`src/rtl/dl_detect_pkg.sv`:
```
// Shared definitions for the deadlock circle detector: FSM encoding and
// a lowest-set-bit isolator used when following wait-for edges.
package dl_detect_pkg;

    localparam int MAX_PROC = 32;

    typedef enum logic [1:0] {
        S_MONITOR = 2'd0,
        S_SCAN    = 2'd1,
        S_FLAG    = 2'd2,
        S_WALK    = 2'd3
    } dl_state_t;

    // Two's-complement trick: v & -v keeps only the lowest set bit.
    function automatic logic [MAX_PROC-1:0] first_one_hot(input logic [MAX_PROC-1:0] v);
        first_one_hot = v & (~v + {{(MAX_PROC-1){1'b0}}, 1'b1});
    endfunction

endpackage

```
`src/rtl/dl_stall_counter.sv`:
```
// Per-process watchdog: counts consecutive blocked cycles, saturating at
// STALL_CYCLES, and raises a registered stalled flag on reaching it.
module dl_stall_counter #(
    parameter int STALL_CYCLES = 1000,
    parameter int CNT_W        = 16
) (
    input  logic clock,
    input  logic reset,
    input  logic blocked,
    input  logic freeze,
    output logic stalled
);

    localparam logic [CNT_W-1:0] LIMIT = CNT_W'(STALL_CYCLES);

    logic [CNT_W-1:0] count;

    always_ff @(posedge clock or negedge reset) begin
        if (!reset) begin
            count   <= '0;
            stalled <= 1'b0;
        end else if (!freeze) begin
            if (!blocked) begin
                count   <= '0;
                stalled <= 1'b0;
            end else if (count != LIMIT) begin
                count   <= count + CNT_W'(1);
                stalled <= (count + CNT_W'(1) == LIMIT);
            end
        end
    end

endmodule

```
`src/rtl/dl_stall_cycle_detector.sv`:
```
// Finds stalled processes lying on a closed wait-for circle, flags them for
// one cycle, then walks the circle one hop per cycle from a chosen origin.
module dl_stall_cycle_detector
    import dl_detect_pkg::*;
#(
    parameter int PROC_NUM     = 2,
    parameter int STALL_CYCLES = 1000,
    parameter int CNT_W        = 16
) (
    input  logic                         clock,
    input  logic                         reset,
    input  logic [PROC_NUM-1:0]          proc_blocked,
    input  logic [PROC_NUM*PROC_NUM-1:0] dep_vec,
    input  logic [PROC_NUM-1:0]          origin,
    input  logic                         token_clear,
    output logic [PROC_NUM-1:0]          dl_in_vec,
    output logic [PROC_NUM-1:0]          stall_vec,
    output logic                         scan_busy
);

    localparam int CIDX_W = $clog2(PROC_NUM + 1);
    localparam int KW     = $clog2(PROC_NUM + 1);

    dl_state_t           state;
    logic [PROC_NUM-1:0] last_scan, mark, ptr, token;
    logic [CIDX_W-1:0]   cand;
    logic [KW-1:0]       k;
    logic                walking;
    logic                freeze;

    logic [PROC_NUM-1:0] cand_oh, nxt_cand, nxt_ptr, mark_n, token_n;
    logic                abort, hit, cand_done;

    // Freezing keeps the flagged circle intact for the whole report phase.
    assign freeze = (state == S_FLAG) || (state == S_WALK);

    for (genvar g = 0; g < PROC_NUM; g++) begin : g_cnt
        dl_stall_counter #(
            .STALL_CYCLES(STALL_CYCLES),
            .CNT_W       (CNT_W)
        ) u_cnt (
            .clock  (clock),
            .reset  (reset),
            .blocked(proc_blocked[g]),
            .freeze (freeze),
            .stalled(stall_vec[g])
        );
    end

    // One hop along the wait-for graph, restricted to stalled processes.
    function automatic logic [PROC_NUM-1:0] nxt(input logic [PROC_NUM-1:0] x);
        logic [PROC_NUM-1:0] row;
        logic [MAX_PROC-1:0] ext;
        row = '0;
        for (int i = 0; i < PROC_NUM; i++)
            if (x[i]) row = row | dep_vec[i*PROC_NUM +: PROC_NUM];
        ext = '0;
        ext[PROC_NUM-1:0] = row & stall_vec;
        ext = first_one_hot(ext);
        return ext[PROC_NUM-1:0];
    endfunction

    // origin and token_clear are single-cycle strobes from the report unit with
    // no back-pressure; token_clear wins when both arrive together.
    always_comb begin
        cand_oh = '0;
        for (int i = 0; i < PROC_NUM; i++) cand_oh[i] = (cand == CIDX_W'(i));
        nxt_cand  = nxt(cand_oh);
        nxt_ptr   = nxt(ptr);
        abort     = |(last_scan & ~stall_vec);
        hit       = walking && (ptr == cand_oh);
        cand_done = walking ? (hit || ptr == '0 || k == KW'(PROC_NUM))
                            : !(|(stall_vec & cand_oh));
        mark_n    = hit ? (mark | cand_oh) : mark;
        if (token_clear)      token_n = '0;
        else if (origin != '0) token_n = nxt(origin);
        else if (token != '0)  token_n = nxt(token);
        else                   token_n = token;
    end

    always_ff @(posedge clock or negedge reset) begin
        if (!reset) begin
            state     <= S_MONITOR;
            last_scan <= '0;
            mark      <= '0;
            cand      <= '0;
            ptr       <= '0;
            k         <= '0;
            walking   <= 1'b0;
            token     <= '0;
            dl_in_vec <= '0;
            scan_busy <= 1'b0;
        end else begin
            case (state)
                S_MONITOR: begin
                    if (stall_vec != '0 && stall_vec != last_scan) begin
                        last_scan <= stall_vec;
                        cand      <= '0;
                        mark      <= '0;
                        walking   <= 1'b0;
                        scan_busy <= 1'b1;
                        state     <= S_SCAN;
                    end
                end
                S_SCAN: begin
                    if (abort) begin
                        last_scan <= '0;
                        scan_busy <= 1'b0;
                        state     <= S_MONITOR;
                    end else if (cand_done) begin
                        mark    <= mark_n;
                        walking <= 1'b0;
                        if (cand == CIDX_W'(PROC_NUM - 1)) begin
                            scan_busy <= 1'b0;
                            if (mark_n != '0) begin
                                dl_in_vec <= mark_n;
                                state     <= S_FLAG;
                            end else begin
                                state <= S_MONITOR;
                            end
                        end else begin
                            cand <= cand + CIDX_W'(1);
                        end
                    end else if (!walking) begin
                        ptr     <= nxt_cand;
                        k       <= KW'(1);
                        walking <= 1'b1;
                    end else begin
                        ptr <= nxt_ptr;
                        k   <= k + KW'(1);
                    end
                end
                S_FLAG: begin
                    dl_in_vec <= token;
                    state     <= S_WALK;
                end
                S_WALK: begin
                    token     <= token_n;
                    dl_in_vec <= token_n;
                end
                default: state <= S_MONITOR;
            endcase
        end
    end

endmodule

```
`config.mk`:
```
export PLATFORM = sky130hd
export DESIGN_NAME = dl_stall_cycle_detector
export DESIGN_NICKNAME = d
export VERILOG_FILES = /design/src/rtl/dl_detect_pkg.sv /design/src/rtl/dl_stall_counter.sv /design/src/rtl/dl_stall_cycle_detector.sv
export SDC_FILE = /design/constraint.sdc
export NUM_CORES = 1
export LEC_CHECK = 0
export CAP_MARGIN = 20
export CORE_UTILIZATION = 50
export CTS_BUF_LIST = sky130_fd_sc_hd__clkbuf_8
export CTS_CLUSTER_SIZE = 10
export DETAILED_ROUTE_END_ITERATION = 10
export PLACE_DENSITY = 0.7
export SLEW_MARGIN = 25
export SYNTH_ARGS = -nofsm -noshare
export SYNTH_HDL_FRONTEND = slang
export SYNTH_HIERARCHICAL = 1
export SYNTH_SLANG_ARGS = --single-unit
```
`constraint.sdc`:
```
create_clock -name clock -period 4.4 [get_ports clock]
set_input_delay 0.88 -clock clock [delete_from_list [all_inputs] [get_ports clock]]
set_output_delay 0.88 -clock clock [all_outputs]
set_load 0.1 [all_outputs]
```
==> metrics list, run 1 <==
- After synthesis, the most frequently instantiated cells are sky130_fd_sc_hd__dfrtp_1, sky130_fd_sc_hd__nand2_1, sky130_fd_sc_hd__o21ai_0.
* Root buf cell: sky130_fd_sc_hd__clkbuf_8
- The share of total power dissipated in sequential elements is 0.541.
* Post-synth cell types: 63
- Setup violations remaining at the end of the flow were counted as 0.
- Number of hold violations in the final report: 0
* # fillers: 660
- Number of DRC markers after the initial detailed-route iteration: 240
* Count of pins over their slew limit: 0
- After floorplanning, the core was divided into 31 placement rows.
* Top delay family on crit path: buffers and inverters
* Reg-to-reg endpoint: last_scan[1]
* WHS Endpoint: k[1]
- The worst pin sits at a relative slew slack of 0.3465.
* Slowest-stage cell, CP: sky130_fd_sc_hd__clkdlybuf4s50_1
- Area fraction of the dominant cell type after synthesis: 0.3461
* Post-CTS Hold Fix Bufs: 0
- Clock latency on the worst-skew pair: 0.31 ns
- In this run, synthesis produced a sequential element count of 52.
* Number of cell instances on the worst register-to-register path: 7
- Max frequency: 330.0 MHz
- Critical path depth: 1
- Worst Tran Pin Value: 0.9772 ns
* Final sum of negative setup slack: 0 ns
- Fraction of layout instances using a drive strength above 1: 0.07416
* Minimum clock period: 3.030 ns
- Most common flop cell mapped by yosys: sky130_fd_sc_hd__dfrtp_1
- Setup Buffers After CTS: 0
- In the final routed layout, each cell accounts on average for 16.38 microns.
- CTS-repair resized insts: 0
* Power density cells: 229.4 nW/um^2
- Of the total power, the clock network draws 0.392.
* Pleak: 1.573 nW
* Synthesized area per cell: 8.724 sq um
- After detailed routing, the number of remaining DRC violations is 0.
- STA classifies the critical path endpoint as an output pin.
- Count of TritonRoute iterations in the first routing pass: 5
- Of the total synthesized cell area, the portion taken by full adders, half adders and majority gates is 0.04659.
- Height of the chip: 88.72 microns
* Cells taking the most area after synthesis: sky130_fd_sc_hd__dfrtp_1, sky130_fd_sc_hd__o21ai_0, sky130_fd_sc_hd__ha_1, sky130_fd_sc_hd__nand2_1, sky130_fd_sc_hd__o31ai_1
* Kind of path behind the tightest hold check: reg2reg
- The internal portion of the total power is 0.0006913 W.
- Simple logic cell fraction of the synthesized area: 0.2156
* Worst-case setup slack after placement: 1.127 ns
- The die is 88.72 microns wide.
* Required arrival time at the worst endpoint: 3.52 ns
- Pin count of the biggest net entering global routing: 53
- Clock tree from TritonCTS: yes
- CTS sink count: 52
* Number of ports placed on the die boundary: 16
* RePlAce Congestion: 0.8083
- Total wire length after detailed routing: 8470 microns
* Post-synthesis async set-or-reset flop share: 1.000
* CP arrival: 2.15 ns
- The portion of synthesized area spent on multiplexers is 0.03394.
- CP startpoint: g_cnt[0].u_cnt/stalled
- Worst setup path class: reg2out
* Maximum fanout count along the critical path: 11
- The floorplan step defined a die boundary enclosing 7870 sq um.
- Post-synthesis cell count: 431
- The routed layout has 3261 vias.
- Cell area after synthesis: 3760 sq um
- Most used standard cell by instance count after synthesis: sky130_fd_sc_hd__dfrtp_1
- Number of global-route vias before repair: 3007
* Count of buffering cells on the critical path with inverters included: 1
- Switching power: 0.0002150 W
- The flow ran to the end, and the final reports show no timing, DRC or antenna violations.
- Of the total synthesized cell area, the portion taken by XOR and XNOR cells is 0.004659.
- The share of total power dissipated in combinational logic is 0.067.
* Vias per cell: 6.308
- Maximum level of the CTS H-tree: 2
- In this run, CTS created clock tree buffers numbering 5.
- The number of nets in the synthesized netlist is 456.
- First-pass GRT wire length: 14240 microns
* Peak VDD IR: 0.1453 mV
* Switching power share of the total: 0.2372
* Count of cells along the worst hold path: 1
* CTS clock-pin slew for the worst setup and hold paths: 0.11 ns
* Startpoint class of the critical path: register
- For flop-to-flop paths, the worst setup slack is 1.80 ns.
- Setup repair after global routing left no endpoint under its margin.
- Core region area: 7253 sq um
- Critical path cell sequence: clkdlybuf4s50_1
- Effective utilization at floorplan: 0.5184
- The synthesized design contains 0 enable-type register cells.
- In this run the most critical hold path is launched from k[1].
- During placement, the flow inserted port buffers numbering 15.
- For this run, the register share of the synthesized area comes to 0.3461.
- The biggest area contributor in the post-synthesis netlist is sky130_fd_sc_hd__dfrtp_1.
- Compared with the post-synthesis result, the final layout area differs by 5.092%.
- Combinational family with the most area after synthesis: compound AO/OA/AOI/OAI gates
- Count of inserted antenna diode cells: 0
- Number of antenna violations at the first check in global routing: 0
* NumNets Final: 442
* Maximum capacitance violations: 0
- The worst register-to-register path begins at g_cnt[0].u_cnt/stalled.
- The clock passes through at most 2 buffers.
* Number of warnings issued by yosys: 6
- Slowest cell delay on critical path: 1.22 ns
- Number of nets still failing antenna checks after routing: 0
* Global-route usage over all layers: 0.2269
- The area fraction in compound gates after synthesis was 0.2732.
* Worst Slack Setup Final: 1.370 ns
* Detailed Place HPWL: 5787 microns
- Across the routed clock network, the largest skew measured is 0.01463 ns.
- After global routing the overflow that remains totals 0.
- Of the available clock period, the critical path in the final layout requires 0.6887.
flip-flops by register name, indices dropped and copies added, names as in the netlist:
| register | count |
|---|---|
| cand | 2 |
| mark | 2 |
| scan_busy | 1 |
| g_cnt.u_cnt/stalled | 2 |
| g_cnt.u_cnt/count | 32 |
| token | 2 |
| last_scan | 2 |
| k | 2 |
| ptr | 2 |
| state | 2 |
| dl_in_vec | 2 |
| walking | 1 |
power by group through the flow:
stage / Sequential (W) / Clock [W] / Combinational (W)
4_1_cts: 0.000490 / 0.000363 / 0.0000611
6_report: 0.000490 / 0.000355 / 0.0000609
5_1_grt: 0.000491 / 0.000382 / 0.0000695
2_1_floorplan: 0.000496 / 0 / 0.0000375
3_5_place_dp: 0.000499 / 0 / 0.0000606
3_3_place_gp: 0.000499 / 0 / 0.0000598
layout by cell type, fill, tap and decap left out, types with 8 or more instances in the layout:
cell type | Yosys | final
sky130_fd_sc_hd__o21ai_0 | 39 | 39
sky130_fd_sc_hd__o31ai_1 | 16 | 16
sky130_fd_sc_hd__nand4_1 | 8 | 8
sky130_fd_sc_hd__nand2_1 | 45 | 45
sky130_fd_sc_hd__ha_1 | 14 | 14
sky130_fd_sc_hd__inv_1 | 23 | 23
sky130_fd_sc_hd__clkdlybuf4s50_1 | 0 | 14
sky130_fd_sc_hd__nand3_1 | 12 | 12
sky130_fd_sc_hd__nor2_1 | 13 | 13
sky130_fd_sc_hd__a22o_1 | 8 | 8
sky130_fd_sc_hd__dfrtp_1 | 52 | 52
sky130_fd_sc_hd__a21oi_1 | 19 | 19
sky130_fd_sc_hd__nor3_1 | 9 | 9
layout make-up:
type	instances	area, sq um	area share
Clock buffer	6	82.58	0.02090
Sequential cell	52	1301	0.3293
Inverter	23	86.33	0.02185
Timing Repair Buffer	17	160.2	0.04053
Multi-Input combinational cell	318	2158	0.5462
Tap cell	99	123.9	0.03135
Clock inverter	2	38.79	0.009816
routing by layer:
metal	part of all wire	vias up	routed length, microns	GRT usage
met5	0	-	0	0
met4	0.010	0	87	0.05279
met3	0.040	7	336	0.03172
met2	0.47	80	4022	0.3769
met1	0.48	1604	4025	0.3137
li1	-	1570	-	-
stage by stage:
| stage | cell area [sq um] | power (W) | std cells | util | hold slack [ns] |
|---|---|---|---|---|---|
| global route | 3951 | 0.0009424 | 517 | 0.5448 | 0.5314 |
| floorplan | 3760 | 0.0005330 | 431 | - | 0.4604 |
| detailed placement | 3830 | 0.0005597 | 509 | 0.5280 | 0.4843 |
| finish | 3951 | 0.0009063 | 517 | 0.5448 | 0.5046 |
| CTS | 3951 | 0.0009142 | 517 | 0.5448 | 0.5098 |
| global placement | 3830 | 0.0005591 | 509 | 0.5280 | 0.4711 |
how the worst max path moves through the flow:
| stage | end | slack, ns |
|---|---|---|
| 2_1_floorplan | walking | 1.77 |
| 3_3_place_gp | g_cnt[0].u_cnt/count[2] | 1.22 |
| 3_5_place_dp | g_cnt[0].u_cnt/count[2] | 1.13 |
| 4_1_cts | stall_vec[0] | 1.37 |
| 5_1_grt | g_cnt[0].u_cnt/count[2] | 1.18 |
| 6_report | stall_vec[0] | 1.37 |
cell families (layout without fill, tap and decap cells):
group                      count (synthesis)  count (layout)
muxes                                     12              12
AOI/OAI and AO/OA                        144             144
and+or+nand+nor                          146             146
xor gates and xnor gates                   2               2
adders and majority gates                 14              14
buffers and inverters                     61              48
DFF                                       52              52
(Power assumes the default switching activity.)
==> run 2, diff against run 1 <==
Settings changed: PLACE_DENSITY 0.7 to 0.72.
Clock period 4.4 ns to 2.6 ns, I/O delays scaled along.
==> run 2 against run 1 <==
Net effect: sequential power rose by 69%; clock skew is 0.0042 ns lower; combinational power is 84% higher; cell area increased by 1.0%; sequential share of layout area down 0.30 points; sequential cell count unchanged.
==> metrics list, run 2 (synthesized netlist as in run 1, its figures left out) <==
- The worst register-to-register path begins at state[0].
- Maximum level of the CTS H-tree: 2 (unchanged)
* Met2 Usage GRT: 0.3762 (-0.0006993)
* Detailed Place HPWL: 6051 microns (+4.6%)
- The library cells used most frequently in the layout, excluding fill and tap cells, are sky130_fd_sc_hd__dfrtp_1, sky130_fd_sc_hd__nand2_1, sky130_fd_sc_hd__o21ai_0, sky130_fd_sc_hd__inv_1, sky130_fd_sc_hd__a21oi_1.
* Setup crit end kind: register
- Internal portion of total power: 0.001101 W (+59%)
- Maximum fanout count along the critical path: 11 (unchanged)
* CTS clock-pin slew for the worst setup and hold paths: 0.10 ns (about the same)
* Result of the run: finished, final reports clean
* Worst-case setup slack after placement: 0.1921 ns (-0.9349 ns)
* Combinational cell fraction of total power: 0.077 (+0.010)
- The die width is 88.72 microns (unchanged).
- Clock Skews: 0.01043 ns (-0.004205 ns)
- Grouping stages by cell kind, the critical path spends the most delay in simple AND/OR/NAND/NOR gates.
* Pin count of the biggest net entering global routing: 31 (-42%)
- Relative max-transition margin: 0.5170 (+0.1706)
* Count of input and output buffers: 15 (unchanged)
* DRC viols: 0 (unchanged)
* CTS-repair resized insts: 0 (unchanged)
- Commonest non-fill, non-tap cell in the layout: sky130_fd_sc_hd__dfrtp_1
- The top-level port count was 16 (unchanged).
- Slowest cell delay on critical path: 0.41 ns (-0.81 ns)
- Minimum clock period: 2.254 ns
- The met3 usage in global routing is 0.02612 (-0.005597).
- Effective utilization at floorplan: 0.5184 (unchanged)
* RSZ-0062 raised after global routing: false
* Post-DR wirelength/cell: 16.11 microns (-1.7%)
- Critical path cell sequence: inv_1, ha_1, or2_2, a21o_1, or2_1, o41ai_1
- The antenna cell count is 0 (unchanged).
* Max frequency: 443.6 MHz
- Slowest-stage cell, CP: sky130_fd_sc_hd__dfrtp_1
- The post-route setup TNS came to 0 ns (unchanged).
- Number of hold violations in the final report: 0 (unchanged)
- Count of TritonRoute iterations in the first routing pass: 5 (unchanged)
- In this run the worst hold path is classified as in2async.
* Fraction of layout instances using a drive strength above 1: 0.1033 (+0.02912)
* Number of global-route vias before repair: 2920 (-2.9%)
* Flip-flop count of the largest register after layout: 32 (unchanged)
* Number of DRC markers after the initial detailed-route iteration: 243 (+1.3%)
* Global-route usage over all layers: 0.2250 (-0.001936)
- Number of nets still failing antenna checks after routing: 0 (unchanged)
* # fillers: 668 (+1.2%)
- Layout overhead on the synthesized area: 6.156%
* CP arrival: 2.47 ns (+0.32 ns)
* Setup Buffers After CTS: 0 (unchanged)
* Worst setup path class: reg2reg
- The final max-slew violation count was 0 (unchanged).
* Maximum capacitance violations: 0 (unchanged)
- The tree is rooted in a sky130_fd_sc_hd__clkbuf_8.
* Post-CTS Hold Fix Bufs: 0 (unchanged)
- Required arrival time at the worst endpoint: 2.81 ns (-0.71 ns)
- Floorplan die area: 7870 sq um (unchanged)
- Switching power share of the total: 0.2380 (+0.0007517)
- CTS sink count: 52 (unchanged)
* Total wire length after detailed routing: 8459 microns (-0.13%)
- Register-to-Register Setup Slack: 0.35 ns (-1.45 ns)
- The CTS buffer count was 5 (unchanged).
* Total setup violations reported at the end of the flow: 0 (unchanged)
* NumNets Final: 450 (+1.8%)
- In this run the critical register-to-register path is captured at g_cnt[0].u_cnt/count[14].
- Number of antenna violations at the first check in global routing: 0 (unchanged)
- The total net switching power is 0.0003438 W (+60%).
- The global placer's final weighted congestion was 0.9005 (+11%).
* Clock latency on the worst-skew pair: 0.31 ns (about the same)
* Highest-utilization routing layer at the global route stage: met2
- The leakage power summed over all cells is 1.617 nW (+2.8%).
- Largest register by flop count: g_cnt.u_cnt/count
- The power density over cell area was 361.9 nW/um^2 (+58%).
- The slew at the pin closest to its max-slew limit is 0.7189 ns (-0.2583 ns).
* Number of rows in the core area: 31 (unchanged)
- Post-route core utilization: 0.5503 (+0.005520)
- The total number of vias was 3303 (+1.3%).
- TritonCTS built the clock tree.
- Startpoint class of the critical path: register
* Count of buffering cells on the critical path with inverters included: 1 (unchanged)
* Core region area: 7253 sq um (unchanged)
* Met1 GRT Util: 0.3033 (-0.01034)
- The total global routing overflow is 0 (unchanged).
- First-pass GRT wire length: 13900 microns (-2.4%)
- Share of the cycle needed by the critical path after routing: 0.8670
* Peak VDD IR: 0.1828 mV (+26%)
* Critical path depth: 6 (+5)
- The average vias per placed instance came to 6.291 (-0.26%).
- The sequential power share is 0.573 (+0.032).
- Bufs on Longest Clock Path: 2 (unchanged)
- The setup slack of the critical path after layout came to 0.3458 ns (-1.024 ns).
* Share of power burned in the clock network: 0.349 (-0.043)
- The number of cells on the worst reg-to-reg path is 6 (-1).
- Height of the chip: 88.72 microns (unchanged)
## run 2: cell types whose count changed in the layout (fill, tap and decap cells not counted)
cell | previous run | this run
sky130_fd_sc_hd__buf_12 | 0 | 1
sky130_fd_sc_hd__buf_4 | 2 | 14
sky130_fd_sc_hd__dfrtp_1 | 52 | 51
sky130_fd_sc_hd__inv_1 | 23 | 24
sky130_fd_sc_hd__bufinv_16 | 1 | 0
sky130_fd_sc_hd__clkdlybuf4s50_1 | 14 | 9
sky130_fd_sc_hd__clkbuf_8 | 6 | 7
sky130_fd_sc_hd__clkinv_4 | 1 | 0
sky130_fd_sc_hd__dfrtp_2 | 0 | 1
## run 2: final cells by class
type                            count  area (sq um)  area share
Clock buffer                        7         96.34     0.02414
Timing Repair Buffer               25         220.2     0.05517
Sequential cell                    52          1303      0.3263
Tap cell                           99         123.9     0.03103
Inverter                           23         86.33     0.02163
Clock inverter                      1         3.754   0.0009404
Multi-Input combinational cell    318          2158      0.5408
## run 2: worst max path at each step
stage                                 startpoint                        to  slack (ns)
after CTS                               state[0]  g_cnt[0].u_cnt/count[14]        0.32
after floorplan           g_cnt[1].u_cnt/stalled                   walking        0.16
final                                   state[0]  g_cnt[0].u_cnt/count[14]        0.35
after detailed placement         proc_blocked[0]  g_cnt[0].u_cnt/count[14]        0.19
after global placement           proc_blocked[0]  g_cnt[0].u_cnt/count[14]        0.23
after global routing                    state[0]  g_cnt[0].u_cnt/count[14]        0.23
## run 2: through the flow
step	cell area [sq um]	hold slack, ns	std cells	power [W]
final	3991	0.1884	525	0.001445
after global routing	3991	0.2276	525	0.001505
after CTS	3991	0.2067	525	0.001466
after detailed placement	3891	0.4887	517	0.0009559
after global placement	3891	0.4735	517	0.0009538
after floorplan	3761	0.2244	431	0.0009020
## run 2: power by group through the flow
stage | clock [W] | sequential, W | combinational [W]
detailed placement | 0 | 0.000844 | 0.000112
CTS | 0.000525 | 0.000828 | 0.000113
global route | 0.000548 | 0.000831 | 0.000126
floorplan | 0 | 0.000839 | 0.0000634
global placement | 0 | 0.000844 | 0.000110
finish | 0.000505 | 0.000828 | 0.000112
## run 2: metal layers
metal / up-vias / part of all wire
met5: - / 0
met4: 0 / 0.016
met3: 14 / 0.033
met2: 67 / 0.49
met1: 1628 / 0.46
li1: 1594 / -
